===== config.mk =====
export PLATFORM = sky130hd
export DESIGN_NAME = ysyx_bus_arb
export DESIGN_NICKNAME = d
export VERILOG_FILES = /design/src/rtl/ysyx_bus_pkg.sv /design/src/rtl/ysyx_bus_arb_rr.sv /design/src/rtl/ysyx_bus_arb.sv
export SDC_FILE = /design/constraint.sdc
export NUM_CORES = 1
export LEC_CHECK = 0
export ABC_CLOCK_PERIOD_IN_PS = 2180
export CAP_MARGIN = 20
export CORE_AREA = 5 5 144 146
export CTS_CLUSTER_SIZE = 28
export DETAILED_ROUTE_END_ITERATION = 10
export DIE_AREA = 0 0 149 151
export GPL_ROUTABILITY_DRIVEN = 0
export PLACE_DENSITY = 0.73
export SLEW_MARGIN = 20
export SYNTH_ARGS = -nofsm -noshare
export SYNTH_HDL_FRONTEND = slang
export SYNTH_SLANG_ARGS = --single-unit

===== constraint.sdc =====
create_clock -name clock -period 2.18 [get_ports clock]
set_input_delay 0.654 -clock clock [delete_from_list [all_inputs] [get_ports clock]]
set_output_delay 0.654 -clock clock [all_outputs]
set_load 0.02 [all_outputs]

===== src/rtl/ysyx_bus_pkg.sv =====
// Shared types and helpers for the core memory-bus arbiter.
package ysyx_bus_pkg;

   typedef enum logic [2:0] {
      IDLE,
      RD_AR,
      RD_R,
      WR_AWW,
      WR_B
   } bus_state_e;

   typedef enum logic {
      OWN_IFU = 1'b0,
      OWN_LSU = 1'b1
   } bus_owner_e;

   typedef enum logic [1:0] {
      RESP_OKAY   = 2'd0,
      RESP_EXOKAY = 2'd1,
      RESP_SLVERR = 2'd2,
      RESP_DECERR = 2'd3
   } axi_resp_e;

   // Size follows the number of enabled lanes, so lane-shifted strobes map correctly too.
   function automatic logic [2:0] strb_to_size(input logic [7:0] strb);
      logic [3:0] ones;
      ones = 4'd0;
      for (int i = 0; i < 8; i++) begin
         ones = ones + {3'd0, strb[i]};
      end
      case (ones)
         4'd1:    strb_to_size = 3'd0;
         4'd2:    strb_to_size = 3'd1;
         4'd4:    strb_to_size = 3'd2;
         default: strb_to_size = 3'd3;
      endcase
   endfunction

endpackage


===== src/rtl/ysyx_bus_arb_rr.sv =====
// Two-way round-robin picker between fetch and load; remembers who won the last read grant.
module ysyx_bus_arb_rr
   import ysyx_bus_pkg::*;
(
   input  logic clock,
   input  logic reset_n,
   input  logic req_ifu,
   input  logic req_lsu,
   input  logic advance,
   output logic grant_ifu,
   output logic grant_lsu
);

   bus_owner_e last_reg;

   always_comb begin
      grant_ifu = req_ifu & (~req_lsu | (last_reg == OWN_LSU));
      grant_lsu = req_lsu & ~grant_ifu;
   end

   // Starts as LSU so the first contested read goes to the fetch unit.
   always_ff @(posedge clock or negedge reset_n) begin
      if (!reset_n) begin
         last_reg <= OWN_LSU;
      end else if (advance) begin
         last_reg <= grant_ifu ? OWN_IFU : OWN_LSU;
      end
   end

endmodule


===== src/rtl/ysyx_bus_arb.sv =====
// Shares the core's single AXI4-Lite-style master port between fetch and load/store.
// One transaction in flight; stores win, reads alternate between IFU and LSU.
`ifndef YSYX_XLEN
`define YSYX_XLEN 32
`endif

module ysyx_bus_arb
   import ysyx_bus_pkg::*;
#(
   parameter int XLEN = `YSYX_XLEN
) (
   input  logic            clock,
   input  logic            reset_n,
   input  logic            ifu_arvalid,
   input  logic [XLEN-1:0] ifu_araddr,
   output logic            ifu_bus_ready,
   output logic            ifu_rready,
   output logic [XLEN-1:0] ifu_rdata,
   input  logic            flush_pipe,
   input  logic            lsu_arvalid,
   input  logic [XLEN-1:0] lsu_araddr,
   input  logic [7:0]      lsu_rstrb,
   output logic            lsu_rvalid,
   output logic [XLEN-1:0] lsu_rdata,
   input  logic            lsu_awvalid,
   input  logic            lsu_wvalid,
   input  logic [XLEN-1:0] lsu_awaddr,
   input  logic [XLEN-1:0] lsu_wdata,
   input  logic [7:0]      lsu_wstrb,
   output logic            lsu_wready,
   output logic            m_arvalid,
   input  logic            m_arready,
   output logic [XLEN-1:0] m_araddr,
   output logic [2:0]      m_arsize,
   input  logic            m_rvalid,
   output logic            m_rready,
   input  logic [XLEN-1:0] m_rdata,
   input  logic [1:0]      m_rresp,
   output logic            m_awvalid,
   input  logic            m_awready,
   output logic [XLEN-1:0] m_awaddr,
   output logic [2:0]      m_awsize,
   output logic            m_wvalid,
   input  logic            m_wready,
   output logic [XLEN-1:0] m_wdata,
   output logic [7:0]      m_wstrb,
   input  logic            m_bvalid,
   output logic            m_bready,
   input  logic [1:0]      m_bresp,
   output logic            bus_err
);

   localparam logic [2:0] FETCH_SIZE = 3'($clog2(XLEN / 8));

   bus_state_e      state_reg;
   bus_owner_e      owner_reg;
   logic            drop_reg;
   logic            aw_done_reg;
   logic            w_done_reg;
   logic            m_arvalid_reg;
   logic [XLEN-1:0] m_araddr_reg;
   logic [2:0]      m_arsize_reg;
   logic            m_awvalid_reg;
   logic [XLEN-1:0] m_awaddr_reg;
   logic [2:0]      m_awsize_reg;
   logic            m_wvalid_reg;
   logic [XLEN-1:0] m_wdata_reg;
   logic [7:0]      m_wstrb_reg;
   logic [XLEN-1:0] rdata_reg;
   logic            ifu_rready_reg;
   logic            lsu_rvalid_reg;
   logic            lsu_wready_reg;
   logic            bus_err_reg;
   logic            ifu_bus_ready_reg;

   logic store_req;
   logic fetch_req;
   logic grant_ifu;
   logic grant_lsu;
   logic rr_advance;
   logic aw_fire;
   logic w_fire;
   logic ifu_flushing;

   assign store_req    = lsu_awvalid & lsu_wvalid;
   assign fetch_req    = ifu_arvalid & ~flush_pipe;
   assign rr_advance   = (state_reg == IDLE) & ~store_req & (fetch_req | lsu_arvalid);
   assign aw_fire      = m_awvalid_reg & m_awready;
   assign w_fire       = m_wvalid_reg & m_wready;
   assign ifu_flushing = (owner_reg == OWN_IFU) & flush_pipe;

   ysyx_bus_arb_rr u_rr (
      .clock     (clock),
      .reset_n   (reset_n),
      .req_ifu   (fetch_req),
      .req_lsu   (lsu_arvalid),
      .advance   (rr_advance),
      .grant_ifu (grant_ifu),
      .grant_lsu (grant_lsu)
   );

   always_ff @(posedge clock or negedge reset_n) begin
      if (!reset_n) begin
         state_reg         <= IDLE;
         owner_reg         <= OWN_LSU;
         drop_reg          <= 1'b0;
         aw_done_reg       <= 1'b0;
         w_done_reg        <= 1'b0;
         m_arvalid_reg     <= 1'b0;
         m_araddr_reg      <= '0;
         m_arsize_reg      <= 3'd0;
         m_awvalid_reg     <= 1'b0;
         m_awaddr_reg      <= '0;
         m_awsize_reg      <= 3'd0;
         m_wvalid_reg      <= 1'b0;
         m_wdata_reg       <= '0;
         m_wstrb_reg       <= 8'd0;
         rdata_reg         <= '0;
         ifu_rready_reg    <= 1'b0;
         lsu_rvalid_reg    <= 1'b0;
         lsu_wready_reg    <= 1'b0;
         bus_err_reg       <= 1'b0;
         ifu_bus_ready_reg <= 1'b0;
      end else begin
         ifu_rready_reg    <= 1'b0;
         lsu_rvalid_reg    <= 1'b0;
         lsu_wready_reg    <= 1'b0;
         bus_err_reg       <= 1'b0;
         ifu_bus_ready_reg <= 1'b0;
         case (state_reg)
            IDLE: begin
               drop_reg <= 1'b0;
               if (store_req) begin
                  owner_reg     <= OWN_LSU;
                  m_awvalid_reg <= 1'b1;
                  m_awaddr_reg  <= lsu_awaddr;
                  m_awsize_reg  <= strb_to_size(lsu_wstrb);
                  m_wvalid_reg  <= 1'b1;
                  m_wdata_reg   <= lsu_wdata;
                  m_wstrb_reg   <= lsu_wstrb;
                  aw_done_reg   <= 1'b0;
                  w_done_reg    <= 1'b0;
                  state_reg     <= WR_AWW;
               end else if (grant_ifu) begin
                  owner_reg     <= OWN_IFU;
                  m_arvalid_reg <= 1'b1;
                  m_araddr_reg  <= ifu_araddr;
                  m_arsize_reg  <= FETCH_SIZE;
                  state_reg     <= RD_AR;
               end else if (grant_lsu) begin
                  owner_reg     <= OWN_LSU;
                  m_arvalid_reg <= 1'b1;
                  m_araddr_reg  <= lsu_araddr;
                  m_arsize_reg  <= strb_to_size(lsu_rstrb);
                  state_reg     <= RD_AR;
               end else begin
                  ifu_bus_ready_reg <= 1'b1;
               end
            end
            RD_AR: begin
               if (ifu_flushing) drop_reg <= 1'b1;
               if (m_arready) begin
                  m_arvalid_reg <= 1'b0;
                  state_reg     <= RD_R;
               end
            end
            RD_R: begin
               if (ifu_flushing) drop_reg <= 1'b1;
               // A flushed fetch still drains its beat; only the completion pulse is withheld.
               if (m_rvalid) begin
                  rdata_reg         <= m_rdata;
                  bus_err_reg       <= (m_rresp != RESP_OKAY);
                  ifu_rready_reg    <= (owner_reg == OWN_IFU) & ~drop_reg & ~flush_pipe;
                  lsu_rvalid_reg    <= (owner_reg == OWN_LSU);
                  ifu_bus_ready_reg <= 1'b1;
                  state_reg         <= IDLE;
               end
            end
            WR_AWW: begin
               if (aw_fire) begin
                  m_awvalid_reg <= 1'b0;
                  aw_done_reg   <= 1'b1;
               end
               if (w_fire) begin
                  m_wvalid_reg <= 1'b0;
                  w_done_reg   <= 1'b1;
               end
               if ((aw_done_reg | aw_fire) & (w_done_reg | w_fire)) begin
                  state_reg <= WR_B;
               end
            end
            WR_B: begin
               if (m_bvalid) begin
                  lsu_wready_reg    <= 1'b1;
                  bus_err_reg       <= (m_bresp != RESP_OKAY);
                  ifu_bus_ready_reg <= 1'b1;
                  state_reg         <= IDLE;
               end
            end
            default: state_reg <= IDLE;
         endcase
      end
   end

   assign ifu_bus_ready = ifu_bus_ready_reg;
   assign ifu_rready    = ifu_rready_reg;
   assign ifu_rdata     = rdata_reg;
   assign lsu_rvalid    = lsu_rvalid_reg;
   assign lsu_rdata     = rdata_reg;
   assign lsu_wready    = lsu_wready_reg;
   assign m_arvalid     = m_arvalid_reg;
   assign m_araddr      = m_araddr_reg;
   assign m_arsize      = m_arsize_reg;
   assign m_rready      = (state_reg == RD_R);
   assign m_awvalid     = m_awvalid_reg;
   assign m_awaddr      = m_awaddr_reg;
   assign m_awsize      = m_awsize_reg;
   assign m_wvalid      = m_wvalid_reg;
   assign m_wdata       = m_wdata_reg;
   assign m_wstrb       = m_wstrb_reg;
   assign m_bready      = (state_reg == WR_B);
   assign bus_err       = bus_err_reg;

endmodule


==> results.tsv <==
stage	metric	value	unit
setup_path	Crit. Startpoint	lsu_rstrb[0]	
synthesis	Mapped Area	6920	um^2
drt	metal2 WL	11300	um
drt	met3 WL	2150	um
drt	DRT antenna net count	0	
drt	DR iter-0 viols	144	
sta	skew final	14.9	ps
grt	initial antenna violation count	2	
placement	hpwl dp	17400	um
synthesis	predominant post-synthesis flop cell	dfrtp_1	
floorplanning	total die area	22500	um^2
floorplanning	I/O Pins	376	
setup_path	R2R cell count	6	
grt	Tot GR Track Use	19.4	%
sta	Max Transition Viols Final	0	
floorplanning	floorplan row count	51	
sta	Fin. Hold Viols	0	
sta	Worst Slack Setup Final	-925	ps
run_status	failing checks	negative setup slack	
cells_and_area	leading cell type in the layout, fill and taps excluded	clkdlybuf4s50_1	
setup_path	Buf+Inv Stages, Crit Path	4	
power	LEAKAGE	5.21	nW
drt	Avg Vias per Cell	4.48	
drt	DRC	0	
setup_path	Max stage delay on crit path	540	ps
synthesis	Mean Syn Cell Area	10.3	um^2
drt	Pre-antenna DRT Iters	5	
floorplanning	Die Span Y	151	um
setup_path	endpoint of the worst register-to-register path	m_arsize[0]$_DFFE_PN0P_	
cts	worst skew pair latency	420	ps
cells_and_area	most frequent cells in the layout	clkdlybuf4s50_1, nand2_1, dfrtp_1	
placement	placed cells	1272	
synthesis	number of synthesized flops with an enable pin	0	
setup_path	CP Capture Type	register	
grt	gr ovfl total	0	
setup_path	Startpoint Class	input port	
cts	cts bufs inserted	17	
synthesis	asr flop ratio synth	100	%
power	peak supply drop	0.608	mV
cells_and_area	Final Non-Filler Cells	1306	
floorplanning	die width	149	um
sta	fin crit period	3100	ps
cts	CTS Buffer Depth	2	
drt	Vias	5856	
cts	clock tree root driver cell	clkbuf_16	
setup_path	Worst Path Max Fanout	2	
sta	fmax	0.322	GHz
setup_path	Reg2Reg Setup Slack	470	ps
synthesis	Yosys cell types	38	
cts	H-tree depth	4	
floorplanning	Initial Util	35.9	%
cts	CTS tree	done	
drt	wl on met1	8210	um
synthesis	cell taking the most area after synthesis	dfrtp_1	
sta	setup repair after global routing missed its margin	yes	
setup_path	Top delay family on crit path	adder cells	
cells_and_area	area delta synth->final	66.2	%
synthesis	leading post-synthesis cells by cell area	dfrtp_1, nand2_1, mux2_2	
setup_path	kind of critical path	in -> reg	
sta	final setup fails	4	
placement	IO Port Bufs	373	
floorplanning	Core ar.	19300	um^2
cts	cts hold-fix bufs	0	
grt	global-route wire length before repair	33400	um
synthesis	Syn Inst Count	675	
synthesis	Synth top area share	55.7	%
cells_and_area	utilization after layout	59.7	%
run_status	status	finished, violations left	
grt	vias in the first global route	6020	
setup_path	Slowest-stage cell, CP	fa_1	
setup_path	Critical Path RT	2480	ps
run	Max Cap Viol	0	
setup_path	WP data arrival	3410	ps
synthesis	sequential fraction of the synthesis area	56.4	%
drt	WL/cell	16.9	um
drt	top routing layer in use	met5	
hold_path	Hold Path Class	in -> async	
cells_and_area	nets@finish	1233	
cts	CTS clk-pin slew, worst paths	70	ps
grt	pin count of the biggest net entering global routing	57	
cells_and_area	share of post-route cells with drive strength above 1	11.9	%
synthesis	Yosys reg bits	156	
setup_path	Worst R2R Start	state_reg[0]$_DFFE_PN0P_	
power	Power Dens Cells	1430	nW/um^2
cts	count of clock tree sinks	156	
drt	DRT Wirelength	22000	um
synthesis	synth warn	0	
sta	setup TNS	-3620	ps
setup_path	CP Cell Sequence	buf_6 -> inv_2 -> fa_1 -> fa_1 -> fa_1 -> inv_2 -> ha_4 -> inv_2 -> fa_2 -> xnor2_2 -> xor2_1 -> nand3b_1 -> a22o_1	
sta	Hold Slack	68.3	ps
sta	Tcrit/Tclk final	142	%
-- cell type report --
class	instances	area, um^2
inverters	30	120
clock buffers	17	425
diodes	2	5.00
repair buffers	400	4060
clock inverters	14	136
flip-flops and latches	156	3910
fillers	1675	7770
multi-input cells	422	2510
well taps	265	332
-- through the flow --
stage,area (um^2),total power (W),setup slack [ps]
5_1_grt,11500,0.0174,-1090
6_report,11500,0.0164,-925
4_1_cts,11500,0.0166,-1080
3_5_place_dp,10900,0.0137,-1840
3_3_place_gp,10900,0.0135,-1810
2_1_floorplan,6950,0.00952,-1160
-- routing by layer --
metal  up-vias  track usage, %
met2       260            34.3
met4         2            5.72
met3        21            7.30
li1       2843               -
met5         -               0
met1      2730            22.0
-- what timing repair did --
item	CTS	global route
resized for setup	33	11
pin swaps	16	16
endpoints found under the setup margin	6	7
setup buffers	0	1
-- cell families (layout without fill, tap and decap cells) --
| logic type | after synthesis | after routing | synth area share [%] |
|---|---|---|---|
| flops | 156 | 156 | 56.4 |
| buf+inv | 98 | 461 | 8.41 |
| compound gates | 70 | 70 | 5.97 |
| other cells | 1 | 4 | 0.0542 |
| xor+xnor | 6 | 6 | 0.759 |
| mux | 64 | 64 | 9.84 |
| simple gates | 266 | 266 | 15.1 |
| fa+ha+maj | 14 | 14 | 3.40 |
-- synthesized netlist by cell type, drive strengths merged, types with 3 or more instances --
| master | number |
|---|---|
| nand2 | 242 |
| dfrtp | 154 |
| buf | 57 |
| o21ai | 43 |
| mux2 | 32 |
| mux2i | 32 |
| inv | 30 |
| clkbuf | 11 |
| nor2 | 9 |
| fa | 8 |
| a21oi | 6 |
| a31oi | 6 |
| ha | 6 |
| a21o | 4 |
| and3 | 3 |
| xnor2 | 3 |
| xor2 | 3 |
-- where the power goes --
part           switching, W  internal (W)  total (W)
sequential         0.000841       0.00426    0.00510
combinational       0.00429       0.00417    0.00846
clock               0.00126       0.00159    0.00285
-- worst max path at each step --
| stage | endpoint | slack, ps | depth (start not counted) |
|---|---|---|---|
| 2_1_floorplan | m_arsize[1]$_DFFE_PN0P_ | -1160 | 11 |
| 3_3_place_gp | m_awsize[0]$_DFFE_PN0P_ | -1810 | 13 |
| 3_5_place_dp | m_awsize[0]$_DFFE_PN0P_ | -1840 | 13 |
| 4_1_cts | m_arsize[0]$_DFFE_PN0P_ | -1080 | 13 |
| 5_1_grt | m_arsize[1]$_DFFE_PN0P_ | -1090 | 12 |
| 6_report | m_arsize[0]$_DFFE_PN0P_ | -920 | 13 |
Note: power is estimated with default switching activity, not from simulation.
